$ cat src/rtl/mcu_multi_cycle_pkg.sv
// Shared opcode map, FSM state encoding and immediate helper for the multi-cycle MCU.
package mcu_mc_pkg;

    localparam logic [3:0] OP_ADD  = 4'h0;
    localparam logic [3:0] OP_SUB  = 4'h1;
    localparam logic [3:0] OP_AND  = 4'h2;
    localparam logic [3:0] OP_OR   = 4'h3;
    localparam logic [3:0] OP_XOR  = 4'h4;
    localparam logic [3:0] OP_SLT  = 4'h5;
    localparam logic [3:0] OP_ADDI = 4'h6;
    localparam logic [3:0] OP_LW   = 4'h7;
    localparam logic [3:0] OP_SW   = 4'h8;
    localparam logic [3:0] OP_BEQ  = 4'h9;
    localparam logic [3:0] OP_BNE  = 4'hA;
    localparam logic [3:0] OP_J    = 4'hB;
    localparam logic [3:0] OP_OUT  = 4'hC;
    localparam logic [3:0] OP_HALT = 4'hF;

    typedef enum logic [2:0] {
        ST_FETCH  = 3'd0,
        ST_DECODE = 3'd1,
        ST_EXEC   = 3'd2,
        ST_MEM    = 3'd3,
        ST_WB     = 3'd4,
        ST_OUT    = 3'd5,
        ST_HALT   = 3'd6
    } state_t;

    // Widest legal datapath is 32 bits; callers truncate to their own width.
    function automatic logic [31:0] sext4(input logic [3:0] imm);
        return {{28{imm[3]}}, imm};
    endfunction

endpackage

$ cat src/rtl/mcu_multi_cycle_regfile.sv
// 16 x DATA_W register file: two combinational read ports, one clocked write port, r0 tied to zero.
module mcu_regfile_param #(
    parameter int DATA_W = 16
) (
    input  logic              clk,
    input  logic              clear,
    input  logic              we,
    input  logic [3:0]        waddr,
    input  logic [DATA_W-1:0] wdata,
    input  logic [3:0]        raddr_a,
    output logic [DATA_W-1:0] rdata_a,
    input  logic [3:0]        raddr_b,
    output logic [DATA_W-1:0] rdata_b
);

    logic [DATA_W-1:0] regs [16];

    always_ff @(posedge clk or posedge clear) begin
        if (clear) begin
            for (int i = 0; i < 16; i++) begin
                regs[i] <= '0;
            end
        end else if (we && (waddr != 4'd0)) begin
            regs[waddr] <= wdata;
        end
    end

    assign rdata_a = (raddr_a == 4'd0) ? '0 : regs[raddr_a];
    assign rdata_b = (raddr_b == 4'd0) ? '0 : regs[raddr_b];

endmodule

$ cat src/rtl/mcu_multi_cycle.sv
// Multi-cycle MCU core: one FSM sequences fetch/decode/execute/memory/writeback over
// req/ack instruction and data ports, plus a valid/ready output port and HALT.
//
//   state  | meaning
//   FETCH  | imem_req held until imem_ack, IR latched on ack
//   DECODE | rs/rt read into A/B, dispatch OUT/HALT
//   EXEC   | ALU result registered, branch/J/NOP retire here
//   MEM    | dmem_req held with stable addr/we/wdata until dmem_ack
//   WB     | register write, PC+1
//   OUT    | out_valid held until out_ready
//   HALT   | absorbing until clear
module mcu_multi_cycle
    import mcu_mc_pkg::*;
#(
    parameter int                DATA_W   = 16,
    parameter int                ADDR_W   = 16,
    parameter logic [ADDR_W-1:0] RESET_PC = '0
) (
    input  logic              clk,
    input  logic              clear,
    output logic              imem_req,
    output logic [ADDR_W-1:0] imem_addr,
    input  logic              imem_ack,
    input  logic [15:0]       imem_rdata,
    output logic              dmem_req,
    output logic              dmem_we,
    output logic [ADDR_W-1:0] dmem_addr,
    output logic [DATA_W-1:0] dmem_wdata,
    input  logic              dmem_ack,
    input  logic [DATA_W-1:0] dmem_rdata,
    output logic              out_valid,
    output logic [DATA_W-1:0] out_data,
    input  logic              out_ready,
    output logic              halted,
    output logic [ADDR_W-1:0] pc
);

    state_t            state, state_next;
    logic [ADDR_W-1:0] pc_r;
    logic [15:0]       ir;
    logic [DATA_W-1:0] a_r, b_r, alu_r, mdr;

    logic [3:0]        op, rs, rt, rd;
    logic [DATA_W-1:0] imm_d;
    logic [ADDR_W-1:0] imm_a;
    logic [ADDR_W-1:0] pc_plus1, br_target, j_target;
    logic [DATA_W-1:0] alu_val;
    logic [DATA_W-1:0] rf_a, rf_b;
    logic              is_alu, is_mem;
    logic              rf_we;
    logic [3:0]        rf_waddr;
    logic [DATA_W-1:0] rf_wdata;

    assign op = ir[15:12];
    assign rs = ir[11:8];
    assign rt = ir[7:4];
    assign rd = ir[3:0];

    assign imm_d = DATA_W'(sext4(ir[3:0]));
    assign imm_a = ADDR_W'(sext4(ir[3:0]));

    assign is_alu = (op <= OP_ADDI);
    assign is_mem = (op == OP_LW) || (op == OP_SW);

    assign pc_plus1  = pc_r + ADDR_W'(1);
    assign br_target = pc_plus1 + imm_a;
    // J keeps the 4K page of PC+1 and replaces the low 12 bits.
    assign j_target  = (pc_plus1 & ~ADDR_W'(16'h0FFF)) | ADDR_W'(ir[11:0]);

    always_comb begin
        alu_val = '0;
        case (op)
            OP_ADD:                alu_val = a_r + b_r;
            OP_SUB:                alu_val = a_r - b_r;
            OP_AND:                alu_val = a_r & b_r;
            OP_OR:                 alu_val = a_r | b_r;
            OP_XOR:                alu_val = a_r ^ b_r;
            OP_SLT:                alu_val = (a_r < b_r) ? DATA_W'(1) : '0;
            OP_ADDI, OP_LW, OP_SW: alu_val = a_r + imm_d;
            default:               alu_val = '0;
        endcase
    end

    assign rf_we    = (state == ST_WB);
    assign rf_waddr = ((op == OP_ADDI) || (op == OP_LW)) ? rt : rd;
    assign rf_wdata = (op == OP_LW) ? mdr : alu_r;

    mcu_regfile_param #(.DATA_W(DATA_W)) u_regfile (
        .clk     (clk),
        .clear   (clear),
        .we      (rf_we),
        .waddr   (rf_waddr),
        .wdata   (rf_wdata),
        .raddr_a (rs),
        .rdata_a (rf_a),
        .raddr_b (rt),
        .rdata_b (rf_b)
    );

    always_ff @(posedge clk or posedge clear) begin
        if (clear) begin
            state <= ST_FETCH;
        end else begin
            state <= state_next;
        end
    end

    always_comb begin
        state_next = state;
        imem_req   = 1'b0;
        dmem_req   = 1'b0;
        dmem_we    = 1'b0;
        out_valid  = 1'b0;
        halted     = 1'b0;
        case (state)
            ST_FETCH: begin
                // Reset state is FETCH, so mask the request while clear is held.
                imem_req = !clear;
                if (imem_ack) state_next = ST_DECODE;
            end
            ST_DECODE: begin
                if (op == OP_OUT)       state_next = ST_OUT;
                else if (op == OP_HALT) state_next = ST_HALT;
                else                    state_next = ST_EXEC;
            end
            ST_EXEC: begin
                if (is_mem)      state_next = ST_MEM;
                else if (is_alu) state_next = ST_WB;
                else             state_next = ST_FETCH;
            end
            ST_MEM: begin
                dmem_req = 1'b1;
                dmem_we  = (op == OP_SW);
                if (dmem_ack) state_next = (op == OP_LW) ? ST_WB : ST_FETCH;
            end
            ST_WB: state_next = ST_FETCH;
            ST_OUT: begin
                out_valid = 1'b1;
                if (out_ready) state_next = ST_FETCH;
            end
            ST_HALT: halted = 1'b1;
            default: state_next = ST_FETCH;
        endcase
    end

    always_ff @(posedge clk or posedge clear) begin
        if (clear) begin
            pc_r  <= RESET_PC;
            ir    <= '0;
            a_r   <= '0;
            b_r   <= '0;
            alu_r <= '0;
            mdr   <= '0;
        end else begin
            case (state)
                ST_FETCH: if (imem_ack) ir <= imem_rdata;
                ST_DECODE: begin
                    a_r <= rf_a;
                    b_r <= rf_b;
                end
                ST_EXEC: begin
                    alu_r <= alu_val;
                    case (op)
                        OP_BEQ:  pc_r <= (a_r == b_r) ? br_target : pc_plus1;
                        OP_BNE:  pc_r <= (a_r != b_r) ? br_target : pc_plus1;
                        OP_J:    pc_r <= j_target;
                        default: if (!is_alu && !is_mem) pc_r <= pc_plus1;
                    endcase
                end
                ST_MEM: begin
                    if (dmem_ack) begin
                        if (op == OP_LW) mdr <= dmem_rdata;
                        else             pc_r <= pc_plus1;
                    end
                end
                ST_WB:   pc_r <= pc_plus1;
                ST_OUT:  if (out_ready) pc_r <= pc_plus1;
                default: ;
            endcase
        end
    end

    assign imem_addr  = pc_r;
    assign pc         = pc_r;
    assign dmem_addr  = ADDR_W'(alu_r);
    assign dmem_wdata = b_r;
    assign out_data   = a_r;

endmodule

$ cat config.mk
export PLATFORM = sky130hd
export DESIGN_NAME = mcu_multi_cycle
export DESIGN_NICKNAME = d
export VERILOG_FILES = /design/src/rtl/mcu_multi_cycle_pkg.sv /design/src/rtl/mcu_multi_cycle_regfile.sv /design/src/rtl/mcu_multi_cycle.sv
export SDC_FILE = /design/constraint.sdc
export NUM_CORES = 1
export LEC_CHECK = 0
export CAP_MARGIN = 20
export CORE_MARGIN = 1.5
export CORE_UTILIZATION = 61
export DETAILED_ROUTE_END_ITERATION = 8
export HOLD_SLACK_MARGIN = 0.06
export PLACE_DENSITY_LB_ADDON = 0.12
export SETUP_SLACK_MARGIN = 0.02
export SYNTH_ARGS = -nofsm -noshare
export SYNTH_HDL_FRONTEND = slang
export SYNTH_HIERARCHICAL = 1
export SYNTH_SLANG_ARGS = --single-unit
$ cat constraint.sdc
create_clock -name clk -period 11.79 [get_ports clk]
set_input_delay 3.537 -clock clk [delete_from_list [all_inputs] [get_ports clk]]
set_output_delay 3.537 -clock clk [all_outputs]
set_load 0.1 [all_outputs]
### After elaboration in Yosys (flattened, before gate mapping)

Index checks and enable logic that the tools add are counted.

* register bits: 355
* bits of input ports: 37
* output and inout port bits: 85
* logic and storage cells: 124

* add/subtract/negate cells: 5
* $lt $le $gt $ge: 6
* equality and inequality tests: 26
* muxes and demuxes: 37
* bitwise logic cells: 8
* reduce and logical (&&, ||, !) cells: 19

Operators by type and width (number)
* 256-bit bitwise mux: 1
* 16-bit two-way mux: 14
* 16-bit binary-select mux with 4-bit select: 2
* 16-bit one-hot mux with 7 select lines: 1
* 16-bit demux with 4-bit select: 1
* 16-bit one-hot mux with 4 select lines: 1
* 16-bit adder: 3
* 16-bit one-hot mux with 3 select lines: 1
* 4-bit == test (second input constant): 6
* 3-bit two-way mux: 8
* 3-bit one-hot mux with 6 select lines: 1
* 16-bit by 1-bit adder with 16-bit output (second input constant): 1
* 16-bit bitwise AND: 1
* 16-bit == test: 1
* 4-bit by 3-bit == test with 1-bit output (second input constant): 4
* 16-bit < comparator: 1
* 16-bit inequality test: 1
* 16-bit by 12-bit bitwise OR with 16-bit output: 1
* 16-bit bitwise OR: 1
* 16-bit subtractor: 1
* 16-bit bitwise XOR: 1
* 5-bit greater-or-equal comparator (second input constant): 3
* 4-bit inverter with 5-bit output: 3
* 4-bit logical NOT: 3
* 22 further kinds: 40

### Depth between registers and ports, before layout

* depth after elaboration: 9
* gate-level depth with buffers: 15
* depth with buffers taken out: 15

### By module

The synthesis kept the hierarchy.

By module, submodules not included
* mcu_regfile_param: instances 1, cells an instance 894, area each 13180.1 sq um, seq. area each 6030.8 sq um
* mcu_multi_cycle: instances 1, cells an instance 937, area each 8174.1 sq um, seq. area each 2477.4 sq um

### Worst setup path before layout

No wires, ideal clock.

* path kind: in2out
* from: input clear
* to: output imem_req
* data arrival time: 6.355 ns
* data required time: 8.253 ns
* slack: 1.898 ns
* stages: 1
* buffers on the path: 0
* cells stage by stage: nor4_1

* longest elaborated chain between the ends: 2

RTL lines
* from (decl): RTL line mcu_multi_cycle.sv:20 `input logic clear,`
* 1-bit logical NOT (no source line)
* 1-bit two-way mux: RTL line mcu_multi_cycle.sv:115 `case (state)`
* to (decl): RTL line mcu_multi_cycle.sv:21 `output logic imem_req,`

No other way between the ends.

### Worst setup path in the final report

Ends and elaborated chain as after synthesis.

==> metrics.md <==
| Metric | Value |
|---|---|
| Status | finished, final reports clean |
| Worst slack, placed | 2510 ps |
| Tcrit/Tclk final | 0.784 |
| Largest net degree at the start of global routing | 123 |
| WP data required | 8250 ps |
| RSZ-0062 raised after global routing | false |
| Final nets | 2006 |
| Pwr/cell area | 315 nW/um2 |
| Global-route wire length before repair | 90100 um |
| 1st-pass router iterations | 5 |
| Number of clock sinks | 340 |
| RD Place Congestion | 0.940 |
| Synth cell types | 79 |
| TritonCTS clock tree | yes |
| Ys flop type | dfrtp_1 |
| GRT Residual Overflow | 0 |
| Clk buf depth | 3 |
| Maximum Capacitance Violations | 0 |
| Clk_skew | 11.8 ps |
| Gate Count Post-Synth | 1831 |
| Number of synthesized flops with an enable pin | 0 |
| Post_cts resized | 0 |
| Vias in the first global route | 15624 |
| Mapped Avg Cell Area | 11.7 um2 |
| Crit path kind | input port to output pin |
| Crit Path Max Fanout | 3 |
| Arrival time worst endpoint | 5700 ps |
| Synth Cell Area | 21400 um2 |
| Critical Path Most Common Cell | clkdlybuf4s50_1 |
| F_max | 108 MHz |
| Initial antenna violation count | 1 |
| DPL Wire Length | 37600 um |
| Clock root cell | clkbuf_16 |
| Sequential area share after synthesis | 0.398 |
| Max-slew headroom | 0.236 |
| Share of cells above drive strength 1 | 0.307 |
| Fin Setup TNS | 0 ps |
| Setup WS post-layout | 2550 ps |
| Commonest non-fill, non-tap cell in the layout | mux2_2 |
| Worst setup endpoint | imem_req |
| Hold WC Path Type | flip-flop to flip-flop |
| DRC viols | 0 |
| Worst VDD drop | 302 uV |
| Synth Warn # | 6 |
| Slew Limit Fails | 0 |
| Post-DP Area | 22600 um2 |
| Core footprint | 34500 um2 |
| Slowest-stage cell, CP | clkdlybuf4s50_1 |
| CTS Hold Buffers Added | 0 |
| Die Ht | 190 um |
| Final setup fails | 0 |
| Clk_lat worst skew | 550 ps |
| CTS H-Tree Depth | 2 |
| Initial Util | 0.618 |
| Setup repair bufs after CTS | 0 |
| # port buffers | 121 |
| Hold_sp | u_regfile/regs[254] |
| Register bit total from synthesis | 340 |
| Crit path cell chain | clkdlybuf4s50_1 -> nor4_1 -> clkdlybuf4s50_1 |
| Number of DRC markers in iteration 0 | 1398 |
| Drt total wl | 57900 um |
| Top Ports | 122 |
| Fin. Hold Viols | 0 |
| Final Hold Slack | 405 ps |
| Reg area | 8530 um2 |
| Slowest stage delay, CP | 1190 ps |
| Clock-pin slew on the worst setup and hold paths | 60 ps |
| R2R Setup Slk | 7370 ps |
| Syn nets | 1953 |
| Synth top area cells | dfrtp_1 40%, mux2_2 19%, mux4_2 10%, ha_1 4.8%, nand2_1 2.1% |
| Die area | 36100 um2 |
| Cell row count | 68 |
| Launch point of the worst reg-to-reg path | ir[15] |
| Critical Path Start | clear |
| Clock buffer count from CTS | 39 |
| Pleak | 10.9 nW |
| R2R Path End | dmem_addr[14] |
| Area of the multi-input gates | 11800 um2 |
| Antenna Nets Post-Route | 0 |
| Via-to-Cell Ratio | 6.55 |
| # diodes | 0 |
| Most frequent cells in the layout | 351 x mux2_2, 334 x dfrtp_1, 121 x clkdlybuf4s50_1 |
| Worst Max-Slew Pin Slew | 1150 ps |
| R2R depth | 15 |
| Clock period minus worst slack | 9240 ps |
| Fill cells | 2536 |
| Synth async-reset ratio | 1.00 |
| GRT Total Usage | 0.326 |
| Routed WL per cell | 24.5 um |
| Synth area leader | dfrtp_1 |
| Design area | 24100 um2 |
| Crit end category | output pin |
| Top-area cell type share of the netlist area | 0.398 |
| Vias after detailed routing | 15509 |
| Die width | 190 um |
| Crit path launch type | input port |
| Synth-to-layout area growth | 12.8% |
[worst min-delay path by stage]
stage                                endpoint  slack, ps  depth (start not counted)
final                     u_regfile/regs[254]        400                          0
after global routing      u_regfile/regs[254]        420                          0
after CTS                 u_regfile/regs[254]        410                          0
after detailed placement  u_regfile/regs[254]        390                          0
after global placement    u_regfile/regs[254]        380                          0
after floorplan           u_regfile/regs[254]        440                          1
[power breakdown]
| part | internal [W] | switching, W | total [W] |
|---|---|---|---|
| clock | 0.000812 | 0.000514 | 0.00133 |
| combinational | 0.00159 | 0.00271 | 0.00430 |
| sequential | 0.00151 | 0.000460 | 0.00197 |
| total | 0.00391 | 0.00369 | 0.00760 |
[synth_stat cells, drive strengths merged, types with 27 or more instances]
| cell type | count |
|---|---|
| a21oi | 51 |
| nor2b | 45 |
| o31ai | 31 |
| o21ai | 95 |
| clkbuf | 52 |
| dfrtp | 340 |
| mux2 | 355 |
| buf | 88 |
| a221oi | 45 |
| nor2 | 78 |
| xnor2 | 32 |
| nand2 | 118 |
| mux4 | 95 |
| ha | 82 |
| inv | 67 |
| a21o | 27 |
[logic make-up after synthesis]
family	after synthesis	synth area share
and+or+nand+nor	356	0.0833
DFF	340	0.398
xor gates and xnor gates	49	0.0201
adders and majority gates	85	0.0509
buffers and inverters	207	0.0489
muxes	457	0.291
AOI/OAI and AO/OA	337	0.108
[sequential cells by signal (all words and copies together), names as in the netlist]
| signal | count |
|---|---|
| u_regfile/regs | 241 |
| dmem_addr | 16 |
| dmem_wdata | 16 |
| imem_addr | 16 |
| ir | 16 |
| mdr | 16 |
| out_data | 16 |
| state | 3 |
[worst max-delay path: cells and delay by family]
kind	cells	cell delay (ps)
buf+inv	2	1840
simple gates	1	320
[layout make-up]
cell class / instances / share of cell area
clock buffer: 50 / 0.0451
clock inverter: 21 / 0.0131
multi-input combinational: 1284 / 0.491
tap: 455 / 0.0236
sequential: 340 / 0.354
timing repair buffer: 152 / 0.0622
inverter: 67 / 0.0109
[per-stage QoR]
| step | instances | total power (W) | util |
|---|---|---|---|
| finish | 2369 | 0.00760 | 0.697 |
| floorplan | 1831 | 0.00519 | - |
| global route | 2369 | 0.00799 | 0.697 |
| CTS | 2366 | 0.00757 | 0.696 |
| global placement | 2293 | 0.00612 | 0.654 |
| detailed placement | 2295 | 0.00622 | 0.655 |
[routing by layer]
layer,track usage,part of all wire
met1,0.458,0.43
met2,0.520,0.47
met3,0.0555,0.073
met4,0.0989,0.025
met5,0,0
Note: power is estimated with default switching activity, not from simulation.
